===== config.mk =====
export PLATFORM = sky130hd
export DESIGN_NAME = uart_tx_queue
export DESIGN_NICKNAME = d
export VERILOG_FILES = /design/src/rtl/uart_tx_queue_pkg.sv /design/src/rtl/uart_tx_queue_byte_fifo.sv /design/src/rtl/uart_tx_queue.sv
export SDC_FILE = /design/constraint.sdc
export NUM_CORES = 1
export LEC_CHECK = 0
export CORE_MARGIN = 1
export CORE_UTILIZATION = 34
export CTS_CLUSTER_DIAMETER = 150
export DETAILED_ROUTE_END_ITERATION = 10
export PLACE_DENSITY_LB_ADDON = 0.08
export SLEW_MARGIN = 20
export SYNTH_ARGS = -nofsm -noshare
export SYNTH_HDL_FRONTEND = slang
export SYNTH_SLANG_ARGS = --single-unit

===== constraint.sdc =====
create_clock -name i_Clk -period 3.2 [get_ports i_Clk]
set_clock_uncertainty 0.1 [all_clocks]
set_input_delay 0.64 -clock i_Clk [delete_from_list [all_inputs] [get_ports i_Clk]]
set_output_delay 0.64 -clock i_Clk [all_outputs]
set_load 0.03 [all_outputs]

===== src/rtl/uart_tx_queue_pkg.sv =====
// Shared UART constants: launch FSM encoding, default queue depth and baud timing.
package uart_tx_queue_pkg;

   localparam int DEFAULT_DEPTH = 16;
   localparam int CLK_HZ        = 25_000_000;
   localparam int BAUD_RATE     = 9600;
   localparam int BAUD_PERIOD   = CLK_HZ / BAUD_RATE;   // 2604 clocks per bit
   localparam int FRAME_BITS    = 10;

   typedef enum logic [1:0] {
      ST_IDLE       = 2'b00,
      ST_LAUNCH     = 2'b01,
      ST_WAIT_START = 2'b10,
      ST_WAIT_DONE  = 2'b11
   } tx_state_t;

endpackage


===== src/rtl/uart_tx_queue_byte_fifo.sv =====
// Circular byte store with wrapping pointers, registered occupancy and sticky overflow.
module byte_fifo
   import uart_tx_queue_pkg::*;
#(
   parameter int DEPTH = DEFAULT_DEPTH
) (
   input  logic                     i_Clk,
   input  logic                     i_Rst_L,
   input  logic [7:0]               i_Byte,
   input  logic                     i_Write,
   input  logic                     i_Pop,
   output logic [7:0]               o_Head,
   output logic                     o_Full,
   output logic                     o_Empty,
   output logic [$clog2(DEPTH):0]   o_Count,
   output logic                     o_Overflow
);

   localparam int AW = $clog2(DEPTH);

   logic [7:0]    mem_r [DEPTH];
   logic [AW-1:0] wr_ptr_r;
   logic [AW-1:0] rd_ptr_r;
   logic [AW:0]   count_r;
   logic          overflow_r;
   logic          push_ok_s;
   logic          pop_ok_s;

   assign o_Full     = (count_r == (AW+1)'(DEPTH));
   assign o_Empty    = (count_r == (AW+1)'(0));
   assign o_Count    = count_r;
   assign o_Overflow = overflow_r;
   assign o_Head     = mem_r[rd_ptr_r];

   // A write while full is dropped even if a pop frees a slot that same cycle.
   assign push_ok_s = i_Write && !o_Full;
   assign pop_ok_s  = i_Pop && !o_Empty;

   // Storage array, intentionally without reset.
   always_ff @(posedge i_Clk) begin
      if (push_ok_s) begin
         mem_r[wr_ptr_r] <= i_Byte;
      end
   end

   // Pointers, occupancy and sticky overflow.
   always_ff @(posedge i_Clk or negedge i_Rst_L) begin
      if (!i_Rst_L) begin
         wr_ptr_r   <= AW'(0);
         rd_ptr_r   <= AW'(0);
         count_r    <= (AW+1)'(0);
         overflow_r <= 1'b0;
      end else begin
         if (push_ok_s) begin
            wr_ptr_r <= wr_ptr_r + AW'(1);
         end
         if (pop_ok_s) begin
            rd_ptr_r <= rd_ptr_r + AW'(1);
         end
         case ({push_ok_s, pop_ok_s})
            2'b10:   count_r <= count_r + (AW+1)'(1);
            2'b01:   count_r <= count_r - (AW+1)'(1);
            default: count_r <= count_r;
         endcase
         if (i_Write && o_Full) begin
            overflow_r <= 1'b1;
         end
      end
   end

endmodule


===== src/rtl/uart_tx_queue.sv =====
// Byte queue feeding a UART encoder: pops one byte per frame, pulses the encoder
// and watches for its busy acknowledge.
module uart_tx_queue
   import uart_tx_queue_pkg::*;
#(
   parameter int DEPTH    = DEFAULT_DEPTH,
   parameter int ACK_WAIT = 4
) (
   input  logic                     i_Clk,
   input  logic                     i_Rst_L,
   input  logic [7:0]               i_Byte,
   input  logic                     i_Write,
   output logic                     o_Full,
   output logic                     o_Empty,
   output logic [$clog2(DEPTH):0]   o_Count,
   output logic                     o_Overflow,
   output logic                     o_Ack_Timeout,
   output logic [7:0]               o_Byte,
   output logic                     o_Write_Enable,
   input  logic                     i_Busy
);

   localparam int AKW = (ACK_WAIT < 2) ? 1 : $clog2(ACK_WAIT);

   tx_state_t      state_r;
   logic [7:0]     byte_r;
   logic           we_r;
   logic           timeout_r;
   logic [AKW-1:0] ack_cnt_r;
   logic [7:0]     head_s;
   logic           pop_s;

   assign pop_s          = (state_r == ST_IDLE) && !o_Empty && !i_Busy;
   assign o_Byte         = byte_r;
   assign o_Write_Enable = we_r;
   assign o_Ack_Timeout  = timeout_r;

   byte_fifo #(
      .DEPTH (DEPTH)
   ) u_fifo (
      .i_Clk      (i_Clk),
      .i_Rst_L    (i_Rst_L),
      .i_Byte     (i_Byte),
      .i_Write    (i_Write),
      .i_Pop      (pop_s),
      .o_Head     (head_s),
      .o_Full     (o_Full),
      .o_Empty    (o_Empty),
      .o_Count    (o_Count),
      .o_Overflow (o_Overflow)
   );

   // Launch FSM; the enable pulse is registered alongside the entry into LAUNCH.
   always_ff @(posedge i_Clk or negedge i_Rst_L) begin
      if (!i_Rst_L) begin
         state_r   <= ST_IDLE;
         byte_r    <= 8'h00;
         we_r      <= 1'b0;
         timeout_r <= 1'b0;
         ack_cnt_r <= AKW'(0);
      end else begin
         case (state_r)
            ST_IDLE: begin
               we_r <= 1'b0;
               if (pop_s) begin
                  byte_r  <= head_s;
                  we_r    <= 1'b1;
                  state_r <= ST_LAUNCH;
               end
            end
            ST_LAUNCH: begin
               we_r      <= 1'b0;
               ack_cnt_r <= AKW'(0);
               state_r   <= ST_WAIT_START;
            end
            ST_WAIT_START: begin
               we_r <= 1'b0;
               if (i_Busy) begin
                  state_r <= ST_WAIT_DONE;
               end else if (ack_cnt_r == AKW'(ACK_WAIT - 1)) begin
                  timeout_r <= 1'b1;
                  state_r   <= ST_IDLE;
               end else begin
                  ack_cnt_r <= ack_cnt_r + AKW'(1);
               end
            end
            ST_WAIT_DONE: begin
               we_r <= 1'b0;
               if (!i_Busy) begin
                  state_r <= ST_IDLE;
               end
            end
            default: begin
               we_r    <= 1'b0;
               state_r <= ST_IDLE;
            end
         endcase
      end
   end

endmodule


==> metrics.md <==
| Metric | Value |
|---|---|
| Run status | finished with violations |
| Leakage power | 2.76 nW |
| WP data arrival | 3210 ps |
| Final min period | 3000 ps |
| Row cnt | 49 |
| Maxcap violations | 0 |
| Synth Area in Adders | 0.0228 |
| PortBufs | 29 |
| Top Ports | 30 |
| First-pass GRT wire length | 19800 um |
| Mean post-synth cell area | 18.1 um^2 |
| Synthesis warning total | 0 |
| Peak supply drop | 0.455 mV |
| GR Overflow Total | 0 |
| DR WL/cell | 19.4 um |
| Cts bufs inserted | 17 |
| #FFs+latches synth | 156 |
| DR vias | 3174 |
| Vias per Instance | 4.84 |
| Crit Path Class | in2reg |
| Total power draw | 6.92 mW |
| Dominant synthesized flop cell | edfxtp_1 |
| Failing checks | design-rule violations |
| Finished layout cell area | 7700 um^2 |
| Clock sink count | 156 |
| Sequential area share after synthesis | 0.714 |
| Endpoints failing hold | 0 |
| Most frequent cells in the layout | edfxtp_1 (128), buf_4 (34), nand2_1 (31), clkdlybuf4s50_1 (29), dfrtp_1 (27) |
| Largest family of logic cells by synthesized area | multiplexers |
| Nets | 437 |
| CORE AREA | 18100 um^2 |
| Number of global-route vias before repair | 3326 |
| FFs w/ async S/R, synth | 0.179 |
| Number of enable flip-flop cells after synthesis | 128 |
| Setup violators final | 0 |
| Post-synthesis compound-gate area fraction | 0.0273 |
| 1st-iter DRT viols | 169 |
| Slew Viols, Final | 0 |
| CTS H-Tree Depth | 4 |
| Worst-path maximum fanout | 3 |
| Worst-path clk slew | 60 ps |
| Non-filler cells, final | 656 |
| Worst min-delay path class | reg2reg |
| Simple-Gate Fraction of Synth Area | 0.0435 |
| WL final | 12700 um |
| Antenna diode count | 0 |
| Clock Tree Root | clkbuf_16 |
| Commonest non-fill, non-tap cell in the layout | edfxtp_1 |
| Critical Path RT | 3400 ps |
| Die footprint | 19300 um^2 |
| Syn-to-layout area delta | 21.0% |
| Mapped Nets | 374 |
| Slew headroom | 0.522 |
| Cell count after synthesis | 351 |
| Cell area after synthesis | 6360 um^2 |
| Setup Slack @ Placement | -330 ps |
| Antenna-violating nets left | 0 |
| XOR/XNOR share of the synthesized area | 0.0138 |
| Die Wd | 139 um |
| GP Congestion | 0.743 |
| Final setup margin | 199 ps |
| CTS Hold Buffers Added | 0 |
| DIE HEIGHT | 139 um |
| Inst Count DP | 622 |
| Mux share of post-synthesis cell area | 0.153 |
| Share of cells above drive strength 1 | 0.232 |
| DRC viols | 5 |
| Starting density of the core | 0.351 |
| Maximum clock path buffer count | 2 |
| Fmax | 333 MHz |
| Slew @ Worst Pin | 715 ps |
| Dpl cell area | 7090 um^2 |
| Yosys cell types | 37 |
| Final critical-path share of the clock period | 0.938 |
| Crit start category | input port |
| Pin count of the biggest net entering global routing | 28 |
| CTS tree | yes |
| Detailed Place HPWL | 8020 um |
| Pwr Density | 898 nW/um^2 |
| Total GRT Usage | 0.143 |
| Crit end category | flip-flop |
| Initial DRT Pass Iterations | 9 |
| RSZ-0062 raised after global routing | false |
| Worst-skew pair later-pin latency | 420 ps |
| Initial antenna violation count | 0 |
-- worst max-delay path: stages --
cell and delay (ps):
clkdlybuf4s50_1 420, or4_4 550, inv_2 80, ha_2 190
inv_1 70, fa_1 380, nor2b_1 120, o21ai_1 90
nand3_1 80, or3b_2 450, xnor2_1 130
-- state kept, by name, indices dropped and copies added, names as in the netlist --
signal             flops
ack_cnt_r              2
o_Ack_Timeout          1
o_Byte                 8
o_Write_Enable         1
state_r                2
u_fifo.mem_r         128
u_fifo.o_Count         5
u_fifo.o_Overflow      1
u_fifo.rd_ptr_r        4
u_fifo.wr_ptr_r        4
-- power by group --
part           internal [mW]  switching, mW
clock                   1.17          0.838
sequential              2.53          0.244
combinational           1.04           1.10
-- what timing repair did --
action	CTS	global route
endpoints found under the setup margin	0	1
resized for setup	0	4
buffers inserted	0	2
-- kinds of logic (layout without fill, tap and decap cells) --
logic type / after synthesis / in the layout
AOI/OAI and AO/OA: 30 / 30
xor gates and xnor gates: 10 / 10
adders and majority gates: 11 / 11
buffers and inverters: 30 / 106
DFF: 156 / 156
muxes: 50 / 50
and+or+nand+nor: 64 / 64
-- cell usage after synthesis (2+ instances only) --
cell type | n | area share
o21ai_1 | 15 | 0.012
xnor2_1 | 8 | 0.011
ha_1 | 10 | 0.020
mux4_2 | 15 | 0.053
nor2b_1 | 2 | 0.0020
o21ai_0 | 4 | 0.0031
nand2b_1 | 2 | 0.0020
mux4_1 | 17 | 0.070
nor3_1 | 5 | 0.0039
mux2i_1 | 9 | 0.014
xor2_1 | 2 | 0.0028
a21oi_1 | 4 | 0.0031
clkbuf_1 | 6 | 0.0035
nand4_1 | 2 | 0.0020
a22o_1 | 3 | 0.0041
edfxtp_1 | 128 | 0.60
dfrtp_1 | 28 | 0.11
nor2_1 | 17 | 0.010
a21o_1 | 2 | 0.0024
inv_1 | 9 | 0.0053
buf_2 | 7 | 0.0055
buf_1 | 3 | 0.0018
nand2_1 | 31 | 0.018
mux2_2 | 9 | 0.016
-- worst paths after layout --
check / start / end / cells after the start / slack, ps
setup / recovery: i_Busy / u_fifo.o_Count[4]$_DFFE_PN0P_ / 11 / 200
hold / removal: u_fifo.o_Overflow$_DFFE_PN0P_ / u_fifo.o_Overflow$_DFFE_PN0P_ / 1 / 350
setup reg to reg: u_fifo.o_Count[3]$_DFFE_PN0P_ / u_fifo.o_Count[4]$_DFFE_PN0P_ / 13 / 270
hold reg to reg: u_fifo.o_Overflow$_DFFE_PN0P_ / u_fifo.o_Overflow$_DFFE_PN0P_ / 1 / 350
max in group asynchronous: i_Rst_L / u_fifo.rd_ptr_r[2]$_DFFE_PN0P_ / 2 / 1850
min in group asynchronous: i_Rst_L / u_fifo.o_Count[1]$_DFFE_PN0P_ / 1 / 540
-- through the flow --
step                hold WS [ps]   util  TNS, ps
global route                 370  0.424        0
finish                       352  0.424        0
floorplan                    244      -        0
detailed placement           344  0.391     -330
CTS                          358  0.423        0
global placement             342  0.391     -315
-- area by class of cell --
| class | instances | area (um^2) |
|---|---|---|
| Fill cell | 1655 | 10400 |
| Sequential cell | 156 | 4550 |
| Multi-Input combinational cell | 165 | 1680 |
| Timing Repair Buffer | 64 | 566 |
| Clock buffer | 17 | 425 |
| Tap cell | 229 | 287 |
| Clock inverter | 15 | 163 |
| Inverter | 10 | 37.5 |
-- metal layers --
layer	track usage	wire, um	vias to the layer above
li1	-	-	1487
met1	0.179	5660	1623
met2	0.242	6440	48
met3	0.0342	419	16
met4	0.0561	190	0
met5	0	0	-
Power figures use the tool's default switching activity.
